==> src/rtl/bcd_isqrt_seq_pkg.sv <==
// Shared BCD types for the decimal-float sqrt datapath.
// Holds the digit type and constants used by the BCD square-root core.
package bcd_isqrt_seq_pkg;

    typedef logic [3:0] bcd_digit_t;

    localparam bcd_digit_t BCD_NINE = 4'h9;
    localparam bcd_digit_t BCD_ONE  = 4'h1;
    localparam bcd_digit_t BCD_TWO  = 4'h2;

endpackage

==> src/rtl/bcd_isqrt_seq_addsub.sv <==
// bcd_addsub_n: combinational D-digit BCD adder/subtractor.
// Subtraction uses the 9's complement of i_b with carry-in 1; o_co=1 means no borrow.
module bcd_addsub_n
    import bcd_isqrt_seq_pkg::*;
#(
    parameter int D = 4
) (
    input  logic [4*D-1:0] i_a,
    input  logic [4*D-1:0] i_b,
    input  logic           i_sub,
    output logic [4*D-1:0] o_sum,
    output logic           o_co
);

    always_comb begin
        logic       w_c;
        logic [4:0] w_s;
        bcd_digit_t w_bd;
        // NOTE: every variable written here gets a value on every path first, so no latch is inferred.
        o_sum = '0;
        w_c   = i_sub;
        w_s   = '0;
        w_bd  = '0;
        for (int i = 0; i < D; i++) begin
            w_bd = i_sub ? (BCD_NINE - i_b[4*i +: 4]) : i_b[4*i +: 4];
            w_s  = {1'b0, i_a[4*i +: 4]} + {1'b0, w_bd} + {4'b0000, w_c};
            if (w_s > 5'd9) begin
                w_s = w_s + 5'd6;
                w_c = 1'b1;
            end else begin
                w_c = 1'b0;
            end
            o_sum[4*i +: 4] = w_s[3:0];
        end
        o_co = w_c;
    end

endmodule

==> src/rtl/bcd_isqrt_seq.sv <==
// bcd_isqrt_seq: digit-recurrence BCD integer square root, one compare-subtract per cycle.
// Optional build macro BCD_ISQRT_EARLY_EXIT_EN skips trailing all-zero pairs once the remainder is zero.
module bcd_isqrt_seq
    import bcd_isqrt_seq_pkg::*;
#(
    parameter int N = 26
) (
    input  logic           clk,
    input  logic           rst,
    input  logic           ce,
    input  logic           ld,
    input  logic [8*N-1:0] a,
    output logic [4*N-1:0] o,
    output logic           sticky,
    output logic           busy,
    output logic           done
);

    localparam int RD = N + 2;
    localparam int KW = $clog2(N + 1);
    localparam logic [4*RD-1:0] TWO = {{(4*RD-4){1'b0}}, BCD_TWO};

    typedef enum logic [1:0] {S_IDLE, S_SHIFT, S_SUB, S_DONE} state_t;

    state_t          r_state;
    logic [4*RD-1:0] r_r;
    logic [4*RD-1:0] r_t;
    logic [4*N-1:0]  r_q;
    bcd_digit_t      r_d;
    logic [KW-1:0]   r_k;
    logic [8*N-1:0]  r_a;
    logic [4*N-1:0]  r_o;
    logic            r_sticky;
    logic            r_busy;
    logic            r_done;

    logic [4*RD-1:0] w_diff;
    logic            w_no_borrow;
    logic [4*RD-1:0] w_t_inc;
    logic            w_inc_unused;
    logic [4*N-1:0]  w_q2;
    logic            w_q2_co;
    logic [7:0]      w_pair;
    logic            w_exit;
    logic [4*N-1:0]  w_q_fill;

    bcd_addsub_n #(.D(RD)) u_sub (.i_a(r_r), .i_b(r_t), .i_sub(1'b1), .o_sum(w_diff), .o_co(w_no_borrow));
    bcd_addsub_n #(.D(RD)) u_inc (.i_a(r_t), .i_b(TWO), .i_sub(1'b0), .o_sum(w_t_inc), .o_co(w_inc_unused));
    bcd_addsub_n #(.D(N))  u_dbl (.i_a(r_q), .i_b(r_q), .i_sub(1'b0), .o_sum(w_q2), .o_co(w_q2_co));

    // 20Q+1 is 2Q shifted up one digit with a units digit of 1.
    wire [4*RD-1:0]  w_t_init  = {3'b000, w_q2_co, w_q2, BCD_ONE};
    wire [4*RD-1:0]  w_r_shift = {r_r[4*N-1:0], w_pair};
    wire bcd_digit_t w_digit   = r_d + {3'b000, w_no_borrow};
    wire [4*N-1:0]   w_q_next  = {r_q[4*N-5:0], w_digit};
    wire [4*RD-1:0]  w_r_sub   = w_no_borrow ? w_diff : r_r;

    always_comb begin
        w_pair = '0;
        for (int i = 0; i < N; i++)
            if (r_k == KW'(i)) w_pair = r_a[8*(N-1-i) +: 8];
    end

`ifdef BCD_ISQRT_EARLY_EXIT_EN
    always_comb begin
        w_exit = (r_r == '0);
        for (int i = 0; i < N; i++)
            if (KW'(i) >= r_k && r_a[8*(N-1-i) +: 8] != 8'h00) w_exit = 1'b0;
        w_q_fill = r_q << (4 * (N - int'(r_k)));
    end
`else
    assign w_exit   = 1'b0;
    assign w_q_fill = r_q;
`endif

    // NOTE: all state uses non-blocking assignments so every register samples pre-edge values.
    always_ff @(posedge clk) begin
        if (!rst) begin
            r_state  <= S_IDLE;
            r_r      <= '0;
            r_t      <= '0;
            r_q      <= '0;
            r_d      <= '0;
            r_k      <= '0;
            r_a      <= '0;
            r_o      <= '0;
            r_sticky <= 1'b0;
            r_busy   <= 1'b0;
            r_done   <= 1'b0;
        end else if (ce) begin
            if (ld) begin
                r_a     <= a;
                r_r     <= '0;
                r_q     <= '0;
                r_k     <= '0;
                r_busy  <= 1'b1;
                r_done  <= 1'b0;
                r_state <= S_SHIFT;
            end else begin
                case (r_state)
                    S_SHIFT: begin
                        if (w_exit) begin
                            r_o      <= w_q_fill;
                            r_sticky <= 1'b0;
                            r_busy   <= 1'b0;
                            r_done   <= 1'b1;
                            r_state  <= S_DONE;
                        end else begin
                            r_r     <= w_r_shift;
                            r_t     <= w_t_init;
                            r_d     <= '0;
                            r_k     <= r_k + KW'(1);
                            r_state <= S_SUB;
                        end
                    end
                    S_SUB: begin
                        if (w_no_borrow && r_d < BCD_NINE) begin
                            r_r <= w_diff;
                            r_t <= w_t_inc;
                            r_d <= r_d + 4'd1;
                        end else begin
                            // Digit settles: keep the last good remainder and append the digit.
                            r_r <= w_r_sub;
                            r_q <= w_q_next;
                            if (r_k == KW'(N)) begin
                                r_o      <= w_q_next;
                                r_sticky <= (w_r_sub != '0);
                                r_busy   <= 1'b0;
                                r_done   <= 1'b1;
                                r_state  <= S_DONE;
                            end else begin
                                r_state <= S_SHIFT;
                            end
                        end
                    end
                    default: ;
                endcase
            end
        end
    end

    assign o      = r_o;
    assign sticky = r_sticky;
    assign busy   = r_busy;
    assign done   = r_done;

endmodule

==> config.mk <==
export PLATFORM = sky130hd
export DESIGN_NAME = bcd_isqrt_seq
export DESIGN_NICKNAME = d
export VERILOG_FILES = /design/src/rtl/bcd_isqrt_seq_pkg.sv /design/src/rtl/bcd_isqrt_seq_addsub.sv /design/src/rtl/bcd_isqrt_seq.sv
export SDC_FILE = /design/constraint.sdc
export NUM_CORES = 2
export LEC_CHECK = 0
export CELL_PAD_IN_SITES_DETAIL_PLACEMENT = 1
export CELL_PAD_IN_SITES_GLOBAL_PLACEMENT = 1
export CORE_ASPECT_RATIO = 0.75
export CORE_MARGIN = 10
export CORE_UTILIZATION = 40
export CTS_CLUSTER_DIAMETER = 150
export DETAILED_ROUTE_END_ITERATION = 12
export MAX_ROUTING_LAYER = met4
export PLACE_DENSITY = 0.74
export SYNTH_ARGS = -nofsm -noshare
export SYNTH_HDL_FRONTEND = slang
export SYNTH_SLANG_ARGS = --single-unit
==> constraint.sdc <==
create_clock -name clk -period 39.2 [get_ports clk]
set_input_delay 7.84 -clock clk [delete_from_list [all_inputs] [get_ports clk]]
set_output_delay 7.84 -clock clk [all_outputs]
set_load 0.01 [all_outputs]
==> results.md <==
* Outcome: finished, final reports clean
* CTS max path bufs at 3
* Buffers added on ports at 318
* Worst endpoint required time at 39,700 ps
* Reg-to-reg slack, setup at 480 ps
* Drt pass-1 iters at 6
* Largest net degree at the start of global routing at 199
* Grt ovf at 0
* Post-synth EDFFs at 0
* Ports at around 320
* First-pass GRT wire length at 238,000 um
* Layout area overhead at 29.8%
* Vias in the first global route at 40,208
* Die Y at 296 um
* CP max-delay cell: dfxtp_4
* Min-delay src: r_a[54]
* Slew headroom at 20.1%
* Final Hold Fails at 0
* Max-cap check violation count at 0
* Nets at ~6,300
* WHS Path Cells at 2
* Share of layout cells above drive strength 1 at around 18%
* Synth async-reset ratio at 0%
* Initial antenna violation count at 3
* Mean Syn Cell Area at about 7.7 um^2
* Worst Tran Pin Value at 1190 ps
* Yosys reg bits at 654
* Die area at 115,000 um^2
* CTS tree: done
* Clk pin slew, worst setup/hold paths at 60 ps
* Post-DP HPWL at 112,000 um
* Avg Vias per Cell at roughly 5.7
* Hold Crit Endpoint: r_a[54]
* R2r startpoint: r_t[1]
* Gr usage total at 26.4%
* Period utilization at 98.8%
* Critical Path AT at 39,220 ps
* Antenna Nets Post-Route at 0
* CP Capture Type: register
* Most Frequent Cell on Critical Path: ha_4
* CP max FO at 4
* Cells after Synth at 5,299
* Area leader, netlist: dfxtp_1
* Die Width at 388 um
* Fmax at 25.8 MHz
* Via count at 40,912
* Worst vdd ir at around 0.075 mV
* Min-Delay Path Class: register to register
* Synth unique cells at 82
* CTS Hold Bufs at 0
* H-Tree Level Count at 3
* Power density cells at 67.1 nW/um^2
* Startpoint types: register
* Routed WL at 162,000 um
* Starting density of the core at approximately two fifths
* Synthesized cell area at 40,600 um^2
* Worst reg2reg path endpoint: r_t[111]
* Final Skew at 27.5 ps
* R2R cell count at 246
* CTS buffer count at 74
* LEAKAGE at 19.2 nW
* Residual DRC count at 0
* Synth Warn # at 0
* # setup viols final at 0
* Fill cell count at 11,990
* Syn Nets at 5,906
* Unrepaired setup endpoints after global routing: true
* Top FF cell, synth: dfxtp_1
* Crit Path Class: register to register
* Synth area leaders: dfxtp_1, ha_1, nand2_1
* # rows at 101
* Setup TNS at 0 ps
* Clock Latency Late Sink at 670 ps
* Fin crit period at roughly 39,000 ps
* Share of the synthesized area in the top cell type at 32.2%
* Routability cong. at approximately 0.89
* Non-filler cells, final at 7,140
* Part of the Yosys area used for sequential elements at around 32%
* Max Slew Vio Count at 0
* Iteration-0 DRC Markers at roughly 3,100
* WL/cell at between 20 and 25 um
* Core box area at 101,000 um^2
* Worst path max stage delay at 380 ps
* Clk root buf: clkbuf_16
* CTS Sinks at 654
* Placed cell count at 6,901
-- synthesized netlist by cell type (all sizes together) (55+ instances only) --
| cell type | count |
|---|---|
| nand2 | 1107 |
| dfxtp | 654 |
| a21oi | 642 |
| nor2 | 432 |
| ha | 340 |
| clkbuf | 300 |
| inv | 258 |
| o21ai | 242 |
| a22oi | 230 |
| xnor2 | 157 |
| o211ai | 117 |
| nand3 | 104 |
| xor2 | 87 |
| mux2 | 70 |
| a21o | 60 |
| fa | 55 |
-- cell type report --
type / instances / area [um^2] / area share [%]
antenna: 6 / 15.0 / 0.0285
timing repair inverter: 1 / 6.26 / 0.0119
inverter: 258 / 995 / 1.89
clock inverter: 27 / 425 / 0.807
timing repair buffer: 681 / 6170 / 11.7
multi-input combinational: 4069 / 28200 / 53.5
clock buffer: 105 / 2130 / 4.04
sequential: 654 / 13100 / 24.8
tap: 1339 / 1680 / 3.18
-- where the power goes --
| group | internal, W | switching [W] | total (W) |
|---|---|---|---|
| Sequential | 0.000689 | 0.0000320 | 0.000721 |
| Combinational | 0.000839 | 0.00122 | 0.00206 |
| Clock | 0.000440 | 0.000316 | 0.000757 |
| Total | 0.00197 | 0.00157 | 0.00354 |
-- cell usage in the layout (no fill, tap or decap), types with 40 or more instances in the layout --
master / count
nor2_1: 427
buf_4: 341
a22oi_1: 203
o211ai_1: 116
clkbuf_16: 79
xor2_1: 86
nand2_1: 1076
nor3_1: 48
xnor2_1: 102
a21o_1: 60
nand3_1: 100
ha_1: 228
ha_4: 78
mux2_2: 43
o21ai_0: 205
clkdlybuf4s50_1: 318
dfxtp_1: 652
a21oi_1: 583
fa_2: 55
inv_1: 205
a211oi_1: 51
mux2i_1: 40
a21oi_2: 52
inv_2: 49
-- cell families (layout without fill, tap and decap cells) --
| logic type | count (synthesis) | after routing | share of synthesized area (%) |
|---|---|---|---|
| flops | 654 | 654 | 32.2 |
| simple gates | 1839 | 1839 | 18.7 |
| fa+ha+maj | 395 | 395 | 13.2 |
| buf+inv | 576 | 1072 | 5.33 |
| compound gates | 1481 | 1481 | 22.4 |
| other cells | 0 | 6 | 0 |
| mux | 110 | 110 | 2.93 |
| xor+xnor | 244 | 244 | 5.26 |
-- how the worst max path moves through the flow --
stage	from	end	cells past startpoint	slack (ps)
floorplan	r_t[1]	r_t[111]	253	10
global placement	r_r[0]	sticky	157	-290
detailed placement	r_t[2]	sticky	156	-2320
CTS	r_t[1]	sticky	155	6
global route	r_t[1]	r_t[111]	245	-1040
finish	r_t[1]	r_t[111]	246	480
-- flip-flops by register name, summed over array words and instances (netlist names) --
| register | count |
|---|---|
| done | 1 |
| sticky | 1 |
| o | 104 |
| r_state | 2 |
| r_r | 112 |
| r_q | 104 |
| r_d | 4 |
| r_t | 112 |
| busy | 1 |
| r_k | 5 |
| r_a | 208 |
-- critical path: cells and delay by family (launching register included) --
kind            cells  cell delay (ps)
fa+ha+maj          82            15000
mux                27             7640
compound gates     56             6900
xor+xnor           28             4570
buf+inv            27             2130
simple gates       26             1850
flops               1              380
-- per-stage QoR --
stage                     area (um^2)  hold slack (ps)  util, %  worst slack, ps  power (W)
after floorplan                 41400              433        -             13.2    0.00180
after global placement          47200              438     46.8             -292    0.00244
after detailed placement        47200              444     46.8            -2320    0.00250
after CTS                       50500              453     50.0             6.38    0.00339
after global routing            52700              472     52.2            -1040    0.00372
final                           52700              453     52.2              482    0.00354
-- layer usage --
metal  global-route usage [%]  vias up  wire length [um]
met4                     5.26        0              3990
met5                        -        -                 0
met1                     35.6    20578             73800
met3                     3.39      247              7030
met2                     42.4      881             77300
li1                         -    19206                 -
-- what timing repair did --
action                     4_1_cts  5_1_grt
pin swaps                       35      171
resized for setup               89      352
setup buffers                   36       60
cloned                           2        3
setup endpoints to repair      440      440
Note: power is estimated with default switching activity, not from simulation.
